[src/rtl/snap_pkg.sv]
// Shared types and constants for the snapshot streamer.
package snap_pkg;

  typedef enum logic [1:0] {
    KIND_PC  = 2'd0,
    KIND_REG = 2'd1,
    KIND_MEM = 2'd2
  } rec_kind_e;

  typedef enum logic [2:0] {
    ST_IDLE  = 3'd0,
    ST_PC    = 3'd1,
    ST_REG   = 3'd2,
    ST_MEM   = 3'd3,
    ST_DRAIN = 3'd4
  } state_e;

  localparam int DEF_NUM_REGS      = 32;
  localparam int DEF_NUM_MEM_WORDS = 32;
  localparam int DEF_DW            = 32;

  localparam int REC_COUNT_FULL     = 1 + DEF_NUM_REGS + DEF_NUM_MEM_WORDS;
  localparam int REC_COUNT_REG_ONLY = 1 + DEF_NUM_REGS;

endpackage

[src/rtl/snap_out_reg.sv]
// Valid/ready output register slice for snapshot records.
module snap_out_reg #(
  parameter int DW = 32
) (
  input  logic          clk,
  input  logic          rst,
  input  logic          load,
  input  logic [1:0]    in_kind,
  input  logic [4:0]    in_idx,
  input  logic [DW-1:0] in_data,
  input  logic          in_last,
  input  logic          ready,
  output logic          valid,
  output logic [1:0]    kind,
  output logic [4:0]    idx,
  output logic [DW-1:0] data,
  output logic          last,
  output logic          free
);

  assign free = !valid || ready;

  // A load only happens while the slot is free, so it also covers the handshake.
  always_ff @(posedge clk) begin
    if (rst) begin
      valid <= 1'b0;
      kind  <= '0;
      idx   <= '0;
      data  <= '0;
      last  <= 1'b0;
    end else if (load) begin
      valid <= 1'b1;
      kind  <= in_kind;
      idx   <= in_idx;
      data  <= in_data;
      last  <= in_last;
    end else if (ready) begin
      valid <= 1'b0;
    end
  end

endmodule

[src/rtl/snap_streamer.sv]
// Debug snapshot transmitter: freezes the CPU and streams PC, RF and data memory.
// Define SNAP_MEM_EN to include the data-memory walk; otherwise only PC and RF are sent.
module snap_streamer
  import snap_pkg::*;
#(
  parameter int NUM_REGS      = DEF_NUM_REGS,
  parameter int NUM_MEM_WORDS = DEF_NUM_MEM_WORDS,
  parameter int DW            = DEF_DW
) (
  input  logic          clk_i,
  input  logic          rst_i,
  input  logic          snap_req_i,
  input  logic [DW-1:0] pc_i,
  output logic [4:0]    rf_raddr_o,
  input  logic [DW-1:0] rf_rdata_i,
  output logic [31:0]   dm_raddr_o,
  input  logic [DW-1:0] dm_rdata_i,
  output logic          freeze_o,
  output logic          busy_o,
  output logic          rec_valid_o,
  input  logic          rec_ready_i,
  output logic [1:0]    rec_kind_o,
  output logic [4:0]    rec_idx_o,
  output logic [DW-1:0] rec_data_o,
  output logic          rec_last_o
);

  localparam logic [5:0] REG_LAST = 6'(NUM_REGS - 1);

  state_e        state, state_nxt;
  logic [5:0]    idx, idx_nxt;
  logic          load, slot_free, ld_last;
  rec_kind_e     ld_kind;
  logic [DW-1:0] ld_data;

  always_ff @(posedge clk_i) begin
    if (rst_i) begin
      state <= ST_IDLE;
      idx   <= '0;
    end else begin
      state <= state_nxt;
      idx   <= idx_nxt;
    end
  end

  // Each producer state emits one element whenever the output slot can take it.
  always_comb begin
    state_nxt = state;
    idx_nxt   = idx;
    load      = 1'b0;
    ld_kind   = KIND_PC;
    ld_data   = '0;
    ld_last   = 1'b0;
    case (state)
      ST_IDLE: begin
        if (snap_req_i) begin
          state_nxt = ST_PC;
          idx_nxt   = '0;
        end
      end
      ST_PC: begin
        ld_kind = KIND_PC;
        ld_data = pc_i;
        if (slot_free) begin
          load      = 1'b1;
          state_nxt = ST_REG;
          idx_nxt   = '0;
        end
      end
      ST_REG: begin
        ld_kind = KIND_REG;
        ld_data = rf_rdata_i;
        if (slot_free) begin
          load = 1'b1;
          if (idx == REG_LAST) begin
`ifdef SNAP_MEM_EN
            state_nxt = ST_MEM;
`else
            ld_last   = 1'b1;
            state_nxt = ST_DRAIN;
`endif
            idx_nxt = '0;
          end else begin
            idx_nxt = idx + 6'd1;
          end
        end
      end
`ifdef SNAP_MEM_EN
      ST_MEM: begin
        ld_kind = KIND_MEM;
        ld_data = dm_rdata_i;
        if (slot_free) begin
          load = 1'b1;
          if (idx == 6'(NUM_MEM_WORDS - 1)) begin
            ld_last   = 1'b1;
            state_nxt = ST_DRAIN;
            idx_nxt   = '0;
          end else begin
            idx_nxt = idx + 6'd1;
          end
        end
      end
`endif
      ST_DRAIN: begin
        if (rec_valid_o && rec_ready_i) begin
          state_nxt = ST_IDLE;
        end
      end
      default: begin
        state_nxt = ST_IDLE;
        idx_nxt   = '0;
      end
    endcase
  end

  assign busy_o     = (state != ST_IDLE);
  assign freeze_o   = busy_o;
  assign rf_raddr_o = (state == ST_REG) ? idx[4:0] : 5'd0;

`ifdef SNAP_MEM_EN
  assign dm_raddr_o = (state == ST_MEM) ? {24'd0, idx, 2'b00} : 32'd0;
`else
  logic unused_mem;
  assign dm_raddr_o = 32'd0;
  assign unused_mem = ^{dm_rdata_i, idx[5]} ^ (NUM_MEM_WORDS != 0);
`endif

  snap_out_reg #(.DW(DW)) u_out (
    .clk     (clk_i),
    .rst     (rst_i),
    .load    (load),
    .in_kind (ld_kind),
    .in_idx  (idx[4:0]),
    .in_data (ld_data),
    .in_last (ld_last),
    .ready   (rec_ready_i),
    .valid   (rec_valid_o),
    .kind    (rec_kind_o),
    .idx     (rec_idx_o),
    .data    (rec_data_o),
    .last    (rec_last_o),
    .free    (slot_free)
  );

endmodule

[config.mk]
export PLATFORM = sky130hd
export DESIGN_NAME = snap_streamer
export DESIGN_NICKNAME = d
export VERILOG_FILES = /design/src/rtl/snap_pkg.sv /design/src/rtl/snap_out_reg.sv /design/src/rtl/snap_streamer.sv
export SDC_FILE = /design/constraint.sdc
export NUM_CORES = 1
export LEC_CHECK = 0
export CAP_MARGIN = 10
export CORE_AREA = 2 2 70 72
export CTS_CLUSTER_DIAMETER = 50
export DETAILED_ROUTE_END_ITERATION = 8
export DIE_AREA = 0 0 72 74
export DONT_BUFFER_PORTS = 1
export PLACE_DENSITY = 0.7
export SYNTH_ARGS = -nofsm -noshare
export SYNTH_HDL_FRONTEND = slang
export SYNTH_SLANG_ARGS = --single-unit
[constraint.sdc]
create_clock -name clk_i -period 4 [get_ports clk_i]
set_input_delay 0.4 -clock clk_i [delete_from_list [all_inputs] [get_ports clk_i]]
set_output_delay 0.4 -clock clk_i [all_outputs]
set_load 0.01 [all_outputs]
**After elaboration in Yosys (flattened, before gate mapping)**

Cells that the tools add are included.

- Register bits: 50
- Bits in latches: 0
- RAM bits: 0
- Memory bits (read-only): 0
- Input bits: 100
- Output and inout port bits: 80
- Word-level logic and storage cells: 48
- Memories: 0

- Add/subtract/negate cells: 1
- $mul: 0
- Divide/modulo/power cells: 0
- Order comparisons: 0
- Equality and inequality tests: 9
- Shifts and indexed selects: 0
- Muxes and demuxes: 21
- Bitwise gates (word level): 1
- Reduce and logical (&&, ||, !) cells: 9

Operators with widths:

| operator | number |
|---|---|
| case mux 32 bit (2 select lines) | 1 |
| two-way mux 6 bit | 4 |
| case mux 6 bit (4 select lines) | 1 |
| two-way mux 3 bit | 5 |
| case mux 3 bit (4 select lines) | 1 |
| != test 2 bit, second input constant | 5 |
| two-way mux 1 bit | 8 |
| adder 6 x 1 -> 6 bit, second input constant | 1 |
| == test 6 x 5 -> 1 bit, second input constant | 1 |
| two-way mux 5 bit | 1 |
| AND reduction 5 bit | 1 |
| AND reduction 4 bit | 1 |
| == test 3 x 1 -> 1 bit, second input constant | 1 |
| == test 3 x 2 -> 1 bit, second input constant | 1 |
| == test 3 bit, second input constant | 1 |
| zero test 3 bit | 1 |
| nonzero test 3 bit | 1 |
| nonzero test 2 bit | 1 |
| OR reduction 2 bit | 1 |
| logical AND 1 bit | 1 |
| zero test 1 bit | 1 |
| logical OR 1 bit | 1 |
| NOT 1 bit | 1 |

**Longest topological paths before layout**

- Depth after elaboration: 5
- Mapped depth: 8
- Depth with buffers taken out: 5

**By module**

From an unflattened synthesis, not the netlist that was laid out.

- Cells, all modules: 283
- Area total of the unflattened synthesis: 2706.3 um^2

By module, submodules not included:

| module | times used | cells each | area an instance (um^2) | sequential area each (um^2) |
|---|---|---|---|---|
| snap_out_reg | 1 | 134 | 1506.4 | 820.8 |
| snap_streamer | 1 | 149 | 1199.9 | 180.2 |

**Worst setup path before layout**

Ideal clock, no wire load.

- Path type: register -> output
- From: register state[2]
- To: output port freeze_o
- Arrival: 1.299 ns
- Required time: 3.600 ns
- Path slack: 2.301 ns
- Cell stages (with the launch flop): 5
- Path buffers: 3
- Cells stage by stage: dfxtp_1 > clkbuf_1 > clkbuf_1 > or3_1 > buf_4

- Cells in the longest elaborated chain, start to end: 1

RTL lines:

| what | line | source |
|---|---|---|
| start: declaration | snap_streamer.sv:30 | `state_e state, state_nxt;` |
| start signal: assignment | snap_streamer.sv:41 | `state <= state_nxt;` |
| nonzero test 3 bit | snap_streamer.sv:116 | `assign busy_o = (state != ST_IDLE);` |
| end: declaration | snap_streamer.sv:18 | `output logic freeze_o,` |

No other way between the ends.

**Final worst setup path**

- From: register state[2]
- To: register u_out.data[6]

- Cells in the longest elaborated chain, start to end: 3
- Elaborated cells on any way between the ends: 5
- Classes of those cells: 2 x eq/ne; 2 x mux; 1 x reduce/logical

RTL lines:

| what | line | source |
|---|---|---|
| == test 3 x 2 -> 1 bit / == test 3 x 1 -> 1 bit (equally long branches) | snap_streamer.sv:54 | `case (state)` |
| OR reduction 2 bit (no source line) | -- |  |
| two-way mux 1 bit | -- |  |
| end signal: assignment | snap_out_reg.sv:35 | `data <= in_data;` |
| end: declaration | snap_out_reg.sv:16 | `output logic [DW-1:0] data,` |

Several ways; a longest one is shown, not always the timed one.
A chain may end at the register's enable or synchronous reset.

==> reports/results.ini <==
[finish]
area_growth_pct=-2.74
fin_cells=320
drive_above_1_share_pct=7.89
fin_nets=366
antenna_cells=0

[placement]
gp_congestion=0.734
dp_cells=312
post-place-ws_ps=1420
dp_hpwl_um=3320
io_buffers=0

[floorplan]
die_x_um=72
die_h_um=74
core-area_mm2=0.00460
die-area_mm2=0.00533
rows=25
pin_count=180
start_util_pct=54.6

[clock_tree]
clkSinkCount=49
cts_buffers=5
root_buffer=clkbuf_8
clk_latency_ps=310
cts_tree=done
cts_hold_buffers=0
ctsResizeCount=0
post_cts_buffers=0
htreeDepth=2
path_clk_slew_ps=90
cts_buffer_depth=2

[logic_synthesis]
ys_warn_count=0
synth_edf_count=0
synth_top_area_cell=dfxtp_1
synth.area.top_cells=dfxtp_1 39%, buf_4 12%, a22oi_1 5.7%
synth_top_flop_cell=dfxtp_1
synth.distinct_cells=42
avgSynthCellArea_um2=8.97
synthCells=280
netlist_area_mm2=0.00251
synth_common_cells=49 x dfxtp_1, 39 x buf_4, 26 x nor2_1
synth_top_area_share_pct=39.1
synth-async-reset-ratio_pct=0
synth_seq_cells=49
ys_seq_area_share_pct=39.1
yosysMostFrequentCell=dfxtp_1

[critical_path]
critPathMaxFanout=56
cp_slowest_stage_delay_ps=820
startpoint_type=register
cp_top_family=simple AND/OR/NAND/NOR gates
worstPathArrival_ps=2820
critPathKind=register to register
path_cells=inv_1, nand3_2, or3_1, a21oi_1
required_ps=4230
critical_path.slowest_cell=nand3_2
critPathBufInv=1
end_kind=register

[pwr]
p_sw_share_pct=27.7
vdd_ir_drop_max_v=0.000182
power_density_mw_per_mm2=426
pwr-share-seq_pct=52.2
p_sw_w=0.000288
pwr-share-clk_pct=34.0
power.internal_w=0.000752
power_frac_comb_pct=13.9
leakage_nw=0.902

[routing]
drc=0
vias=1892
drtPass1Iterations=5
postRouteAntennaNets=0
drt_first_iter_violations=151
via_per_inst=5.91
route.final.wire_length_um=5030
drt-wirelength-per-cell_um=15.7

[sta]
hold_violations=0
setup_slack_ps=1410
post-route-period-util_pct=64.6
relSlewSlack_pct=29.0
clock_skew_ps=9.10
setup-tns-final_ps=0
report.final.slew_viol_count=0
setup_viol=0
worst_pin_slew_ps=1060
min_period_ps=2590
max_clock_freq_mhz=387
rsz0062_at_grt=false

[min_path]
hold_class=input port to register

[run]
cap_violations=0

[global_route]
grt_overflow_total=0
antenna_found_initial=0
grt_start_max_net_pins=57
grt_usage_pct=18.6
grt_pass1_wl_um=7780
first_global_vias=1582

[run_status]
outcome=completed

area by class of cell:
| type | instances | area, um^2 |
|---|---|---|
| repair buffers | 2 | 15.0 |
| fillers | 449 | 2160 |
| clock buffers | 5 | 68.8 |
| inverters | 1 | 3.75 |
| multi-input cells | 206 | 1260 |
| clock inverters | 3 | 46.3 |
| flip-flops and latches | 49 | 981 |
| well taps | 54 | 67.6 |
sequential cells by signal (all words and copies together) (netlist names):
signal / cells
u_out.data: 32
idx: 6
u_out.idx: 5
state: 3
u_out.kind: 1
u_out.last: 1
u_out.valid: 1
logic make-up after synthesis:
group                    Yosys count  share of synthesized area [%]
AND/OR/NAND/NOR                   98                           21.7
flip-flops                        49                           39.1
XOR/XNOR                           1                          0.648
AO/OA/AOI/OAI                     67                           19.8
buffers and inverters             57                           15.7
adder cells (fa/ha/maj)            1                          0.498
other                              1                          0.149
multiplexers                       6                           2.39
metrics by stage:
step	utilization [%]	power [W]	hold slack, ps	area [um^2]
global route	53.1	0.00110	132	2440
floorplan	-	0.000719	479	2630
global placement	50.6	0.000696	475	2330
CTS	53.1	0.00106	138	2440
finish	53.1	0.00104	155	2440
detailed placement	50.6	0.000699	476	2330
placed cells by master (no fill, tap or decap), drive strengths merged:
master,netlist,final
and3,2,2
nor4b,1,1
or3b,1,1
a32o,2,2
nand3,3,3
o31ai,1,1
a21oi,24,24
o21ai,1,1
inv,1,1
nand4b,1,1
and2,5,5
nand2,22,22
a21bo,1,1
a311oi,1,1
nand2b,5,5
ha,1,1
mux2i,6,6
clkinv,0,1
nor2,27,27
or3,20,20
clkbuf,9,5
o211a,1,1
nor3,2,2
nor3b,2,2
nor2b,4,4
nor4,2,2
dfxtp,49,49
o211ai,1,1
conb,1,33
xor2,1,1
buf,47,2
bufinv,0,1
and2b,1,1
clkinvlp,0,1
a222oi,14,14
a211oi,1,1
a32oi,1,1
a22oi,19,19
path summary, 6_finish.rpt:
path                 startpoint       endpoint  slack [ps]  cells past startpoint
setup / recovery       state[2]  u_out.data[6]        1410                      4
hold / removal            rst_i         idx[4]         160                      1
setup reg to reg       state[2]  u_out.data[6]        1410                      4
hold reg to reg   u_out.data[4]  u_out.data[4]         500                      2
layer usage:
metal | vias up | share of wire [%] | track usage, %
met5 | - | 0 | 0
met4 | 0 | 1.3 | 6.92
li1 | 909 | - | -
met3 | 5 | 8.2 | 6.23
met2 | 83 | 46 | 27.6
met1 | 895 | 45 | 25.3
power by group through the flow:
| stage | sequential (W) | combinational, W | clock [W] |
|---|---|---|---|
| after floorplan | 0.000546 | 0.000173 | 0 |
| after global placement | 0.000554 | 0.000142 | 0 |
| after detailed placement | 0.000554 | 0.000145 | 0 |
| after CTS | 0.000543 | 0.000145 | 0.000368 |
| after global routing | 0.000547 | 0.000162 | 0.000386 |
| final | 0.000543 | 0.000144 | 0.000353 |
Power figures use the tool's default switching activity.
